$ cat src/rtl/l2_mem_rr_scheduler_if.sv
// Bundle of the L2-requester and main-memory signals of l2_mem_rr_scheduler.
// slave  : the scheduler's view (serves requesters, drives the memory port).
// master : the environment's view (requesters plus memory).
interface l2_mem_rr_scheduler_if #(
  parameter int unsigned ADDR_WIDTH = 32,
  parameter int unsigned DATA_WIDTH = 32,
  parameter int unsigned NUM_PORTS  = 4
);
  localparam int unsigned ID_W = $clog2(NUM_PORTS);

  logic [NUM_PORTS-1:0]                 req_valid;
  logic [NUM_PORTS-1:0]                 req_write;
  logic [NUM_PORTS-1:0][ADDR_WIDTH-1:0] req_addr;
  logic [NUM_PORTS-1:0][DATA_WIDTH-1:0] req_wdata;
  logic [NUM_PORTS-1:0]                 req_ready;
  logic [NUM_PORTS-1:0]                 resp_valid;
  logic [DATA_WIDTH-1:0]                resp_rdata;
  logic                                 resp_err;
  logic [ID_W-1:0]                      grant_id;
  logic                                 busy;
  logic [ADDR_WIDTH-1:0]                mem_address;
  logic [DATA_WIDTH-1:0]                mem_write_data;
  logic                                 mem_read_req;
  logic                                 mem_write_req;
  logic [DATA_WIDTH-1:0]                mem_read_data;
  logic                                 mem_ready;

  modport slave (
    input  req_valid, req_write, req_addr, req_wdata, mem_read_data, mem_ready,
    output req_ready, resp_valid, resp_rdata, resp_err, grant_id, busy,
           mem_address, mem_write_data, mem_read_req, mem_write_req
  );

  modport master (
    output req_valid, req_write, req_addr, req_wdata, mem_read_data, mem_ready,
    input  req_ready, resp_valid, resp_rdata, resp_err, grant_id, busy,
           mem_address, mem_write_data, mem_read_req, mem_write_req
  );
endinterface

$ cat src/rtl/l2_mem_rr_scheduler.sv
// Round-robin scheduler sharing one main-memory port among NUM_PORTS L2
// requesters. One transaction at a time: IDLE (arbitrate + latch) -> WAIT
// (hold memory request until mem_ready) -> RESP (rotate priority) -> IDLE.
// Optional memory watchdog enabled by defining MEM_TIMEOUT_EN; without it
// WAIT never times out and resp_err is constant 0.
module l2_mem_rr_scheduler #(
  parameter int unsigned ADDR_WIDTH     = 32,
  parameter int unsigned DATA_WIDTH     = 32,
  parameter int unsigned NUM_PORTS      = 4,
  parameter int unsigned TIMEOUT_CYCLES = 255
) (
  input logic                   clk,
  input logic                   reset_n,
  l2_mem_rr_scheduler_if.slave  bus
);
  localparam int unsigned ID_W = $clog2(NUM_PORTS);

  typedef enum logic [1:0] {
    S_IDLE,
    S_WAIT,
    S_RESP
  } state_t;

  state_t                state_q, state_d;
  logic [ID_W-1:0]       rr_ptr_q, rr_ptr_d;
  logic [ID_W-1:0]       grant_id_q, grant_id_d;
  logic                  op_write_q, op_write_d;
  logic [ADDR_WIDTH-1:0] mem_address_q, mem_address_d;
  logic [DATA_WIDTH-1:0] mem_write_data_q, mem_write_data_d;
  logic                  mem_read_req_q, mem_read_req_d;
  logic                  mem_write_req_q, mem_write_req_d;
  logic [NUM_PORTS-1:0]  req_ready_q, req_ready_d;
  logic [NUM_PORTS-1:0]  resp_valid_q, resp_valid_d;
  logic [DATA_WIDTH-1:0] resp_rdata_q, resp_rdata_d;
  logic                  busy_q, busy_d;

  logic                  sel_found;
  logic [ID_W-1:0]       sel_id;
  logic [ID_W-1:0]       cand;

`ifdef MEM_TIMEOUT_EN
  localparam int unsigned TMO_W = $clog2(TIMEOUT_CYCLES + 1);
  logic [TMO_W-1:0]      tmo_cnt_q, tmo_cnt_d;
  logic                  resp_err_q, resp_err_d;
  logic                  tmo_hit;
  assign tmo_hit = (tmo_cnt_q == TMO_W'(TIMEOUT_CYCLES - 1));
`endif

  // Arbiter: first pending port scanning upward from rr_ptr, wrapping.
  always_comb begin
    sel_found = 1'b0;
    sel_id    = '0;
    cand      = '0;
    for (int unsigned i = 0; i < NUM_PORTS; i++) begin
      cand = ID_W'((32'(rr_ptr_q) + i) % NUM_PORTS);
      if (!sel_found && bus.req_valid[cand]) begin
        sel_found = 1'b1;
        sel_id    = cand;
      end
    end
  end

  // Next-state and registered-output computation.
  always_comb begin
    state_d          = state_q;
    rr_ptr_d         = rr_ptr_q;
    grant_id_d       = grant_id_q;
    op_write_d       = op_write_q;
    mem_address_d    = mem_address_q;
    mem_write_data_d = mem_write_data_q;
    mem_read_req_d   = mem_read_req_q;
    mem_write_req_d  = mem_write_req_q;
    req_ready_d      = '0;
    resp_valid_d     = '0;
    resp_rdata_d     = resp_rdata_q;
    busy_d           = busy_q;
`ifdef MEM_TIMEOUT_EN
    tmo_cnt_d        = tmo_cnt_q;
    resp_err_d       = resp_err_q;
`endif

    unique case (state_q)
      S_IDLE: begin
        if (sel_found) begin
          grant_id_d          = sel_id;
          op_write_d          = bus.req_write[sel_id];
          mem_address_d       = bus.req_addr[sel_id];
          mem_write_data_d    = bus.req_wdata[sel_id];
          mem_read_req_d      = ~bus.req_write[sel_id];
          mem_write_req_d     = bus.req_write[sel_id];
          req_ready_d[sel_id] = 1'b1;
          busy_d              = 1'b1;
          state_d             = S_WAIT;
`ifdef MEM_TIMEOUT_EN
          tmo_cnt_d           = '0;
`endif
        end
      end

      S_WAIT: begin
`ifdef MEM_TIMEOUT_EN
        tmo_cnt_d = tmo_cnt_q + TMO_W'(1);
`endif
        if (bus.mem_ready) begin
          mem_read_req_d           = 1'b0;
          mem_write_req_d          = 1'b0;
          resp_rdata_d             = op_write_q ? '0 : bus.mem_read_data;
          resp_valid_d[grant_id_q] = 1'b1;
          state_d                  = S_RESP;
`ifdef MEM_TIMEOUT_EN
          resp_err_d               = 1'b0;
        end else if (tmo_hit) begin
          mem_read_req_d           = 1'b0;
          mem_write_req_d          = 1'b0;
          resp_rdata_d             = '0;
          resp_valid_d[grant_id_q] = 1'b1;
          resp_err_d               = 1'b1;
          state_d                  = S_RESP;
`endif
        end
      end

      S_RESP: begin
        rr_ptr_d = (grant_id_q == ID_W'(NUM_PORTS - 1)) ? '0 : grant_id_q + ID_W'(1);
        busy_d   = 1'b0;
        state_d  = S_IDLE;
      end

      default: begin
        state_d = S_IDLE;
      end
    endcase
  end

  // State and output registers with synchronous active-low reset.
  always_ff @(posedge clk) begin
    if (!reset_n) begin
      state_q          <= S_IDLE;
      rr_ptr_q         <= '0;
      grant_id_q       <= '0;
      op_write_q       <= 1'b0;
      mem_address_q    <= '0;
      mem_write_data_q <= '0;
      mem_read_req_q   <= 1'b0;
      mem_write_req_q  <= 1'b0;
      req_ready_q      <= '0;
      resp_valid_q     <= '0;
      resp_rdata_q     <= '0;
      busy_q           <= 1'b0;
`ifdef MEM_TIMEOUT_EN
      tmo_cnt_q        <= '0;
      resp_err_q       <= 1'b0;
`endif
    end else begin
      state_q          <= state_d;
      rr_ptr_q         <= rr_ptr_d;
      grant_id_q       <= grant_id_d;
      op_write_q       <= op_write_d;
      mem_address_q    <= mem_address_d;
      mem_write_data_q <= mem_write_data_d;
      mem_read_req_q   <= mem_read_req_d;
      mem_write_req_q  <= mem_write_req_d;
      req_ready_q      <= req_ready_d;
      resp_valid_q     <= resp_valid_d;
      resp_rdata_q     <= resp_rdata_d;
      busy_q           <= busy_d;
`ifdef MEM_TIMEOUT_EN
      tmo_cnt_q        <= tmo_cnt_d;
      resp_err_q       <= resp_err_d;
`endif
    end
  end

  assign bus.req_ready      = req_ready_q;
  assign bus.resp_valid     = resp_valid_q;
  assign bus.resp_rdata     = resp_rdata_q;
  assign bus.grant_id       = grant_id_q;
  assign bus.busy           = busy_q;
  assign bus.mem_address    = mem_address_q;
  assign bus.mem_write_data = mem_write_data_q;
  assign bus.mem_read_req   = mem_read_req_q;
  assign bus.mem_write_req  = mem_write_req_q;
`ifdef MEM_TIMEOUT_EN
  assign bus.resp_err       = resp_err_q;
`else
  assign bus.resp_err       = 1'b0;
`endif
endmodule

$ cat src/flat_wrapper.sv
// flat-port wrapper written by rule: the top's interface ports become plain ports
module l2_mem_rr_scheduler_flat 
#(
  parameter int unsigned ADDR_WIDTH     = 32,
  parameter int unsigned DATA_WIDTH     = 32,
  parameter int unsigned NUM_PORTS      = 4,
  parameter int unsigned TIMEOUT_CYCLES = 255
)
  (clk, reset_n, bus_req_valid, bus_req_write, bus_req_addr, bus_req_wdata, bus_mem_read_data, bus_mem_ready, bus_req_ready, bus_resp_valid, bus_resp_rdata, bus_resp_err, bus_grant_id, bus_busy, bus_mem_address, bus_mem_write_data, bus_mem_read_req, bus_mem_write_req);
  l2_mem_rr_scheduler_if #(.ADDR_WIDTH(ADDR_WIDTH), .DATA_WIDTH(DATA_WIDTH), .NUM_PORTS(NUM_PORTS)) bus_i ();
  input logic clk;
  input logic reset_n;
  input wire logic [$bits(bus_i.req_valid)-1:0] bus_req_valid;
  input wire logic [$bits(bus_i.req_write)-1:0] bus_req_write;
  input wire logic [$bits(bus_i.req_addr)-1:0] bus_req_addr;
  input wire logic [$bits(bus_i.req_wdata)-1:0] bus_req_wdata;
  input wire logic [$bits(bus_i.mem_read_data)-1:0] bus_mem_read_data;
  input wire logic [$bits(bus_i.mem_ready)-1:0] bus_mem_ready;
  output wire logic [$bits(bus_i.req_ready)-1:0] bus_req_ready;
  output wire logic [$bits(bus_i.resp_valid)-1:0] bus_resp_valid;
  output wire logic [$bits(bus_i.resp_rdata)-1:0] bus_resp_rdata;
  output wire logic [$bits(bus_i.resp_err)-1:0] bus_resp_err;
  output wire logic [$bits(bus_i.grant_id)-1:0] bus_grant_id;
  output wire logic [$bits(bus_i.busy)-1:0] bus_busy;
  output wire logic [$bits(bus_i.mem_address)-1:0] bus_mem_address;
  output wire logic [$bits(bus_i.mem_write_data)-1:0] bus_mem_write_data;
  output wire logic [$bits(bus_i.mem_read_req)-1:0] bus_mem_read_req;
  output wire logic [$bits(bus_i.mem_write_req)-1:0] bus_mem_write_req;
  assign bus_i.req_valid = bus_req_valid;
  assign bus_i.req_write = bus_req_write;
  assign bus_i.req_addr = bus_req_addr;
  assign bus_i.req_wdata = bus_req_wdata;
  assign bus_i.mem_read_data = bus_mem_read_data;
  assign bus_i.mem_ready = bus_mem_ready;
  assign bus_req_ready = bus_i.req_ready;
  assign bus_resp_valid = bus_i.resp_valid;
  assign bus_resp_rdata = bus_i.resp_rdata;
  assign bus_resp_err = bus_i.resp_err;
  assign bus_grant_id = bus_i.grant_id;
  assign bus_busy = bus_i.busy;
  assign bus_mem_address = bus_i.mem_address;
  assign bus_mem_write_data = bus_i.mem_write_data;
  assign bus_mem_read_req = bus_i.mem_read_req;
  assign bus_mem_write_req = bus_i.mem_write_req;
  l2_mem_rr_scheduler #(.ADDR_WIDTH(ADDR_WIDTH), .DATA_WIDTH(DATA_WIDTH), .NUM_PORTS(NUM_PORTS), .TIMEOUT_CYCLES(TIMEOUT_CYCLES)) u_core (.clk(clk), .reset_n(reset_n), .bus(bus_i));
endmodule
$ cat config.mk
export PLATFORM = sky130hd
export DESIGN_NAME = l2_mem_rr_scheduler_flat
export DESIGN_NICKNAME = d
export VERILOG_FILES = /design/src/rtl/l2_mem_rr_scheduler_if.sv /design/src/rtl/l2_mem_rr_scheduler.sv /design/src/flat_wrapper.sv
export SDC_FILE = /design/constraint.sdc
export NUM_CORES = 1
export LEC_CHECK = 0
export CAP_MARGIN = 40
export CORE_AREA = 2 2 159 161
export DETAILED_ROUTE_END_ITERATION = 8
export DIE_AREA = 0 0 161 163
export PLACE_DENSITY = 0.58
export SETUP_SLACK_MARGIN = 0.2
export SYNTH_ARGS = -nofsm -noshare
export SYNTH_HDL_FRONTEND = slang
export SYNTH_SLANG_ARGS = --single-unit
$ cat constraint.sdc
create_clock -name clk -period 2.6 [get_ports clk]
set_clock_uncertainty 0.2 [all_clocks]
set_input_delay 0.78 -clock clk [delete_from_list [all_inputs] [get_ports clk]]
set_output_delay 0.78 -clock clk [all_outputs]
set_load 0.05 [all_outputs]
Word level (Yosys, flattened, before mapping)
Cells that the tools add are included.
{"block": "classes", "add_sub_neg": 4, "magnitude_cmp": 8, "eq_ne": 5, "mux": 38, "n_bitwise": 1, "reduce_logical": 18}
{"operator": "$bmux 32 s2", "count": 2}
{"operator": "$mux 32", "count": 3}
{"operator": "$lt 2x3->1 const B", "count": 6}
{"operator": "$mux 1", "count": 15}
{"operator": "$mux 2", "count": 7}
{"operator": "$bmux 1 s2", "count": 5}
{"operator": "$reduce_and 3->1", "count": 3}
{"operator": "$reduce_and 2->1", "count": 4}
{"operator": "$pmux 1 s2", "count": 3}
{"operator": "$logic_and 1x1->1", "count": 5}
{"operator": "$add 2x1->2 const B", "count": 2}
{"operator": "$add 2x2->2 const B", "count": 2}
{"operator": "$demux 1 s2", "count": 2}
{"operator": "$eq 2x2->1 const B", "count": 2}
{"operator": "$ge 2x1->1 const B", "count": 2}
{"operator": "$pmux 2 s2", "count": 1}
{"operator": "$reduce_bool 2->1", "count": 2}
{"operator": "$logic_not 1->1", "count": 3}
{"operator": "$eq 2x1->1 const B", "count": 1}
{"operator": "$logic_not 2->1", "count": 1}
{"operator": "$ne 2x1->1 const B", "count": 1}
{"operator": "$ne 2x2->1 const B", "count": 1}
{"operator": "$not 1->1", "count": 1}
{"block": "word_totals", "regBits": 114, "input_bits": 299, "output_inout_bits": 110, "elab_cells": 86}

Longest topological paths before layout
{"block": "depth", "ltp_word": 17, "mapped_depth": 9}

Worst setup path before layout
No wires, ideal clock.
{"block": "synth_timing", "path_kind": "in2reg", "start": "input port bus_req_valid[0]", "end": "register u_core.mem_address_q[18] (netlist: u_core.bus.mem_address[18])", "t_arrival_ns": 2.303, "required_time_ns": 2.277, "setup_slack_ns": -0.025, "cell_stages": 8, "cell_sequence": "buf_6 > nor2b_1 > or4_1 > clkbuf_2 > and2_1 > buf_6 > mux2_4 > o2bb2ai_1"}
{"block": "synth_between", "elab_chain_len": 14, "elab_cells_between_ends": 25}
{"item": "start, declared", "line_no": "flat_wrapper.sv:13", "source": "input wire logic [$bits(bus_i.req_valid)-1:0] bus_req_valid;"}
{"item": "$bmux 1 s2", "line_no": "l2_mem_rr_scheduler.sv:56", "source": "if (!sel_found && bus.req_valid[cand]) begin"}
{"item": "$mux 1 (implied by the code)", "line_no": "l2_mem_rr_scheduler.sv:56"}
{"item": "$mux 1", "line_no": "l2_mem_rr_scheduler.sv:56"}
{"item": "$logic_not 1->1", "line_no": "l2_mem_rr_scheduler.sv:56"}
{"item": "$logic_and 1x1->1", "line_no": "l2_mem_rr_scheduler.sv:56"}
{"item": "$mux 1", "line_no": "l2_mem_rr_scheduler.sv:56"}
{"item": "$logic_not 1->1", "line_no": "l2_mem_rr_scheduler.sv:56"}
{"item": "$logic_and 1x1->1", "line_no": "l2_mem_rr_scheduler.sv:56"}
{"item": "$mux 1", "line_no": "l2_mem_rr_scheduler.sv:56"}
{"item": "$logic_not 1->1", "line_no": "l2_mem_rr_scheduler.sv:56"}
{"item": "$logic_and 1x1->1", "line_no": "l2_mem_rr_scheduler.sv:56"}
{"item": "$mux 2", "line_no": "l2_mem_rr_scheduler.sv:56"}
{"item": "$bmux 32 s2", "line_no": "l2_mem_rr_scheduler.sv:87", "source": "mem_address_d = bus.req_addr[sel_id];"}
{"item": "$mux 32 (implied by the code)", "line_no": "l2_mem_rr_scheduler.sv:87"}
{"item": "end signal, assigned", "line_no": "l2_mem_rr_scheduler.sv:159", "source": "mem_address_q <= mem_address_d;"}
{"item": "end, declared", "line_no": "l2_mem_rr_scheduler.sv:28", "source": "logic [ADDR_WIDTH-1:0] mem_address_q, mem_address_d;"}
Several ways; a longest one is shown, not always the timed one. The select of a mux whose other input is x is not followed.
A chain may end at the register's enable or synchronous reset.

Worst setup path in the final report
{"block": "layout_timing", "start": "register u_core.mem_write_data_q[12] (netlist: u_core.bus.mem_write_data[12])", "end": "output port bus_mem_write_data[12]"}
{"item": "start, declared", "line_no": "l2_mem_rr_scheduler.sv:29", "source": "logic [DATA_WIDTH-1:0] mem_write_data_q, mem_write_data_d;"}
{"item": "start signal, assigned", "line_no": "l2_mem_rr_scheduler.sv:160", "source": "mem_write_data_q <= mem_write_data_d;"}
{"item": "end, declared", "line_no": "flat_wrapper.sv:26", "source": "output wire logic [$bits(bus_i.mem_write_data)-1:0] bus_mem_write_data;"}
No word-level cell between the ends.

==> results.cfg <==
[power_and_ir_drop]
ir_drop_mv = 0.344
leakage_nw = 4.72
power_density_nw_per_um2 = 598

[timing]
rsz0062_at_grt = no
max_freq_mhz = 431
max_slew.worst_pin.slew_ns = 0.592
fin_crit_ns = 2.32
slew_viol_final = 0
period_share_pct = 89.3
slew_headroom_pct = 60.1
hold_ws_ns = 0.273
setup_viol = 0
hold_viol_final = 0

[critical_path]
critPathBufInv = 1
cp.required_ns = 1.62
cp.arrival_ns = 1.34
end_kind = primary output
worstSetupStartpointType = flip-flop
crit_slowest_cell = dlygate4sd2_1
crit_chain = dlygate4sd2_1
crit_fanout = 2
reg2regPathDepth = 6
critical-path-max-stage-delay_ns = 0.55
worstSetupPathType = reg2out
worst-path-stages = 1
critical-path-top-delay-family = buffers and inverters

[cells_and_area]
n_antenna_cell = 0
nNetsFinal = 1378
drive_gt1_share_pct = 15.8
syn2layout_area_growth_pct = 92.9
fin_area_um2 = 11100

[synth]
ys_ff_latch = 114
synth.area.top_cells = dfxtp_1 (39%), mux2i_1 (7.3%), o21ai_0 (6.5%)
syn-cell-area_um2 = 5780
synth_flop_cell = dfxtp_1
yosys_warnings = 0
synthesis.nets = 963
synth_top_area_share_pct = 39.5
synthArstFlopShare_pct = 0
synth_edf_count = 0
yosysUniqueCellTypes = 42
yosysTopAreaCell = dfxtp_1
yosysSeqAreaShare_pct = 39.5
syn_inst = 660
syn_avg_cell_area_um2 = 8.76

[place]
portBuffers = 407
placed_area_um2 = 10600
place_congestion = 0.799
hpwl_mm = 20.2

[detailed_routing]
drt_wl_total_mm = 27.0
viasPerCell = 4.86
avgRoutedWirePerCell_um = 19.0
ant_nets = 0
vias = 6890
post-route-drc-count = 0
drt_iter0_drc = 346
dr.pass1.iters = 5

[global_route]
overflow = 0
grt_pass1_vias = 6862
grt_util_all_layers_pct = 19.4
antenna_found_initial = 1
grt_pass1_wl_mm = 39.2
grt_max_degree = 45

[die]
core_um2 = 24700
start_util_pct = 23.4
rows = 58
fp.dieH_um = 163
fp.dieW_um = 161
die-area_um2 = 26200
top_level_ports = 409

[min_path]
hold_path.class = reg2reg
hold_depth = 1

[clock_tree]
cts_tree = built
post_cts_buffers = 0
cts_buffer_depth = 2
htree_levels = 4
cts.clk_slew.worst_paths_ns = 0.07
cts_sinks = 114
clkLatencyLatePin_ns = 0.41
holdBufCountCts = 0
cts_made_buffers = 17
root_buffer = clkbuf_16

[run_status]
outcome = completed

[run]
cap_viol_max_count = 0
-- where the power goes --
part           switching, W  internal (W)  leakage [nW]
clock network       0.00102       0.00136         0.284
registers         0.0000917       0.00193         0.940
logic               0.00127      0.000996          3.50
-- registers in the layout (all words and copies together) (netlist names) --
name and flops:
u_core.bus.mem_address 32, u_core.bus.mem_write_data 32, u_core.bus.resp_rdata 32, u_core.bus.req_ready 4
u_core.bus.resp_valid 4, u_core.bus.grant_id 2, u_core.rr_ptr_q 2, u_core.state_q 2
u_core.bus.busy 1, u_core.bus.mem_read_req 1, u_core.bus.mem_write_req 1, u_core.op_write_q 1
-- cell usage after synthesis, types with 16 or more instances --
master / instances
and3_1: 30
or2_2: 40
dfxtp_1: 114
a41oi_1: 22
mux2i_1: 42
a221oi_1: 42
o21ai_1: 16
a22o_1: 32
o21ai_0: 75
clkbuf_1: 60
nand2_1: 51
o22ai_1: 41
a21boi_0: 22
-- logic make-up after synthesis --
family	count (synthesis)	share of synthesized area [%]
buffers and inverters	77	5.95
multiplexers	43	7.53
AO/OA/AOI/OAI	268	32.0
other	1	0.0649
flip-flops	114	39.5
adder cells (fa/ha/maj)	4	0.866
AND/OR/NAND/NOR	153	14.1
-- path summary, 6_finish.rpt --
kind	start	slack (ns)	endpoint
hold reg to reg	u_core.bus.resp_rdata[28]	0.27	u_core.bus.resp_rdata[28]
setup reg to reg	u_core.rr_ptr_q[0]	0.50	u_core.bus.mem_address[18]
setup / recovery	u_core.bus.mem_write_data[12]	0.28	bus_mem_write_data[12]
hold / removal	u_core.bus.resp_rdata[28]	0.27	u_core.bus.resp_rdata[28]
-- cell type report --
type                            count  area (um2)
Clock inverter                     15         160
Clock buffer                       17         425
Timing Repair Buffer              469        4620
Multi-Input combinational cell    469        3240
Inverter                            4        15.0
Tap cell                          330         413
Sequential cell                   114        2280
Fill cell                        2452       13500
-- metrics by stage --
stage / setup TNS [ns] / setup WS (ns) / total power, W / std cells / util, %
floorplan: 0 / 0.0417 / 0.00327 / 660 / -
global placement: -31.77 / -0.600 / 0.00442 / 1386 / 43.1
detailed placement: -32.49 / -0.625 / 0.00443 / 1386 / 43.1
CTS: 0 / 0.204 / 0.00675 / 1418 / 45.1
global route: 0 / 0.224 / 0.00697 / 1418 / 45.2
finish: 0 / 0.278 / 0.00667 / 1418 / 45.2
-- per-layer routing --
layer | global-route usage, % | routed length, um | vias to the layer above
li1 | - | - | 3344
met1 | 21.8 | 10700 | 3198
met2 | 34.9 | 13400 | 320
met3 | 6.72 | 2310 | 26
met4 | 5.32 | 468 | 2
met5 | 0 | 13 | -
-- placed cells by master (no fill, tap or decap), types with 30 or more instances in the layout --
cell type | netlist | final
a22o_1 | 32 | 32
a221oi_1 | 42 | 37
clkdlybuf4s50_1 | 0 | 293
mux2i_1 | 42 | 42
and3_1 | 30 | 30
buf_4 | 1 | 54
nand2_1 | 51 | 50
o21ai_0 | 75 | 75
or2_2 | 40 | 40
dfxtp_1 | 114 | 114
dlygate4sd2_1 | 0 | 95
o22ai_1 | 41 | 41
-- timing repair --
item,in CTS,in global routing
gates resized for setup,106,14
setup endpoints to repair,167,54
endpoints found under the hold margin,0,0
pin swaps,1,2
Power figures use the tool's default switching activity.
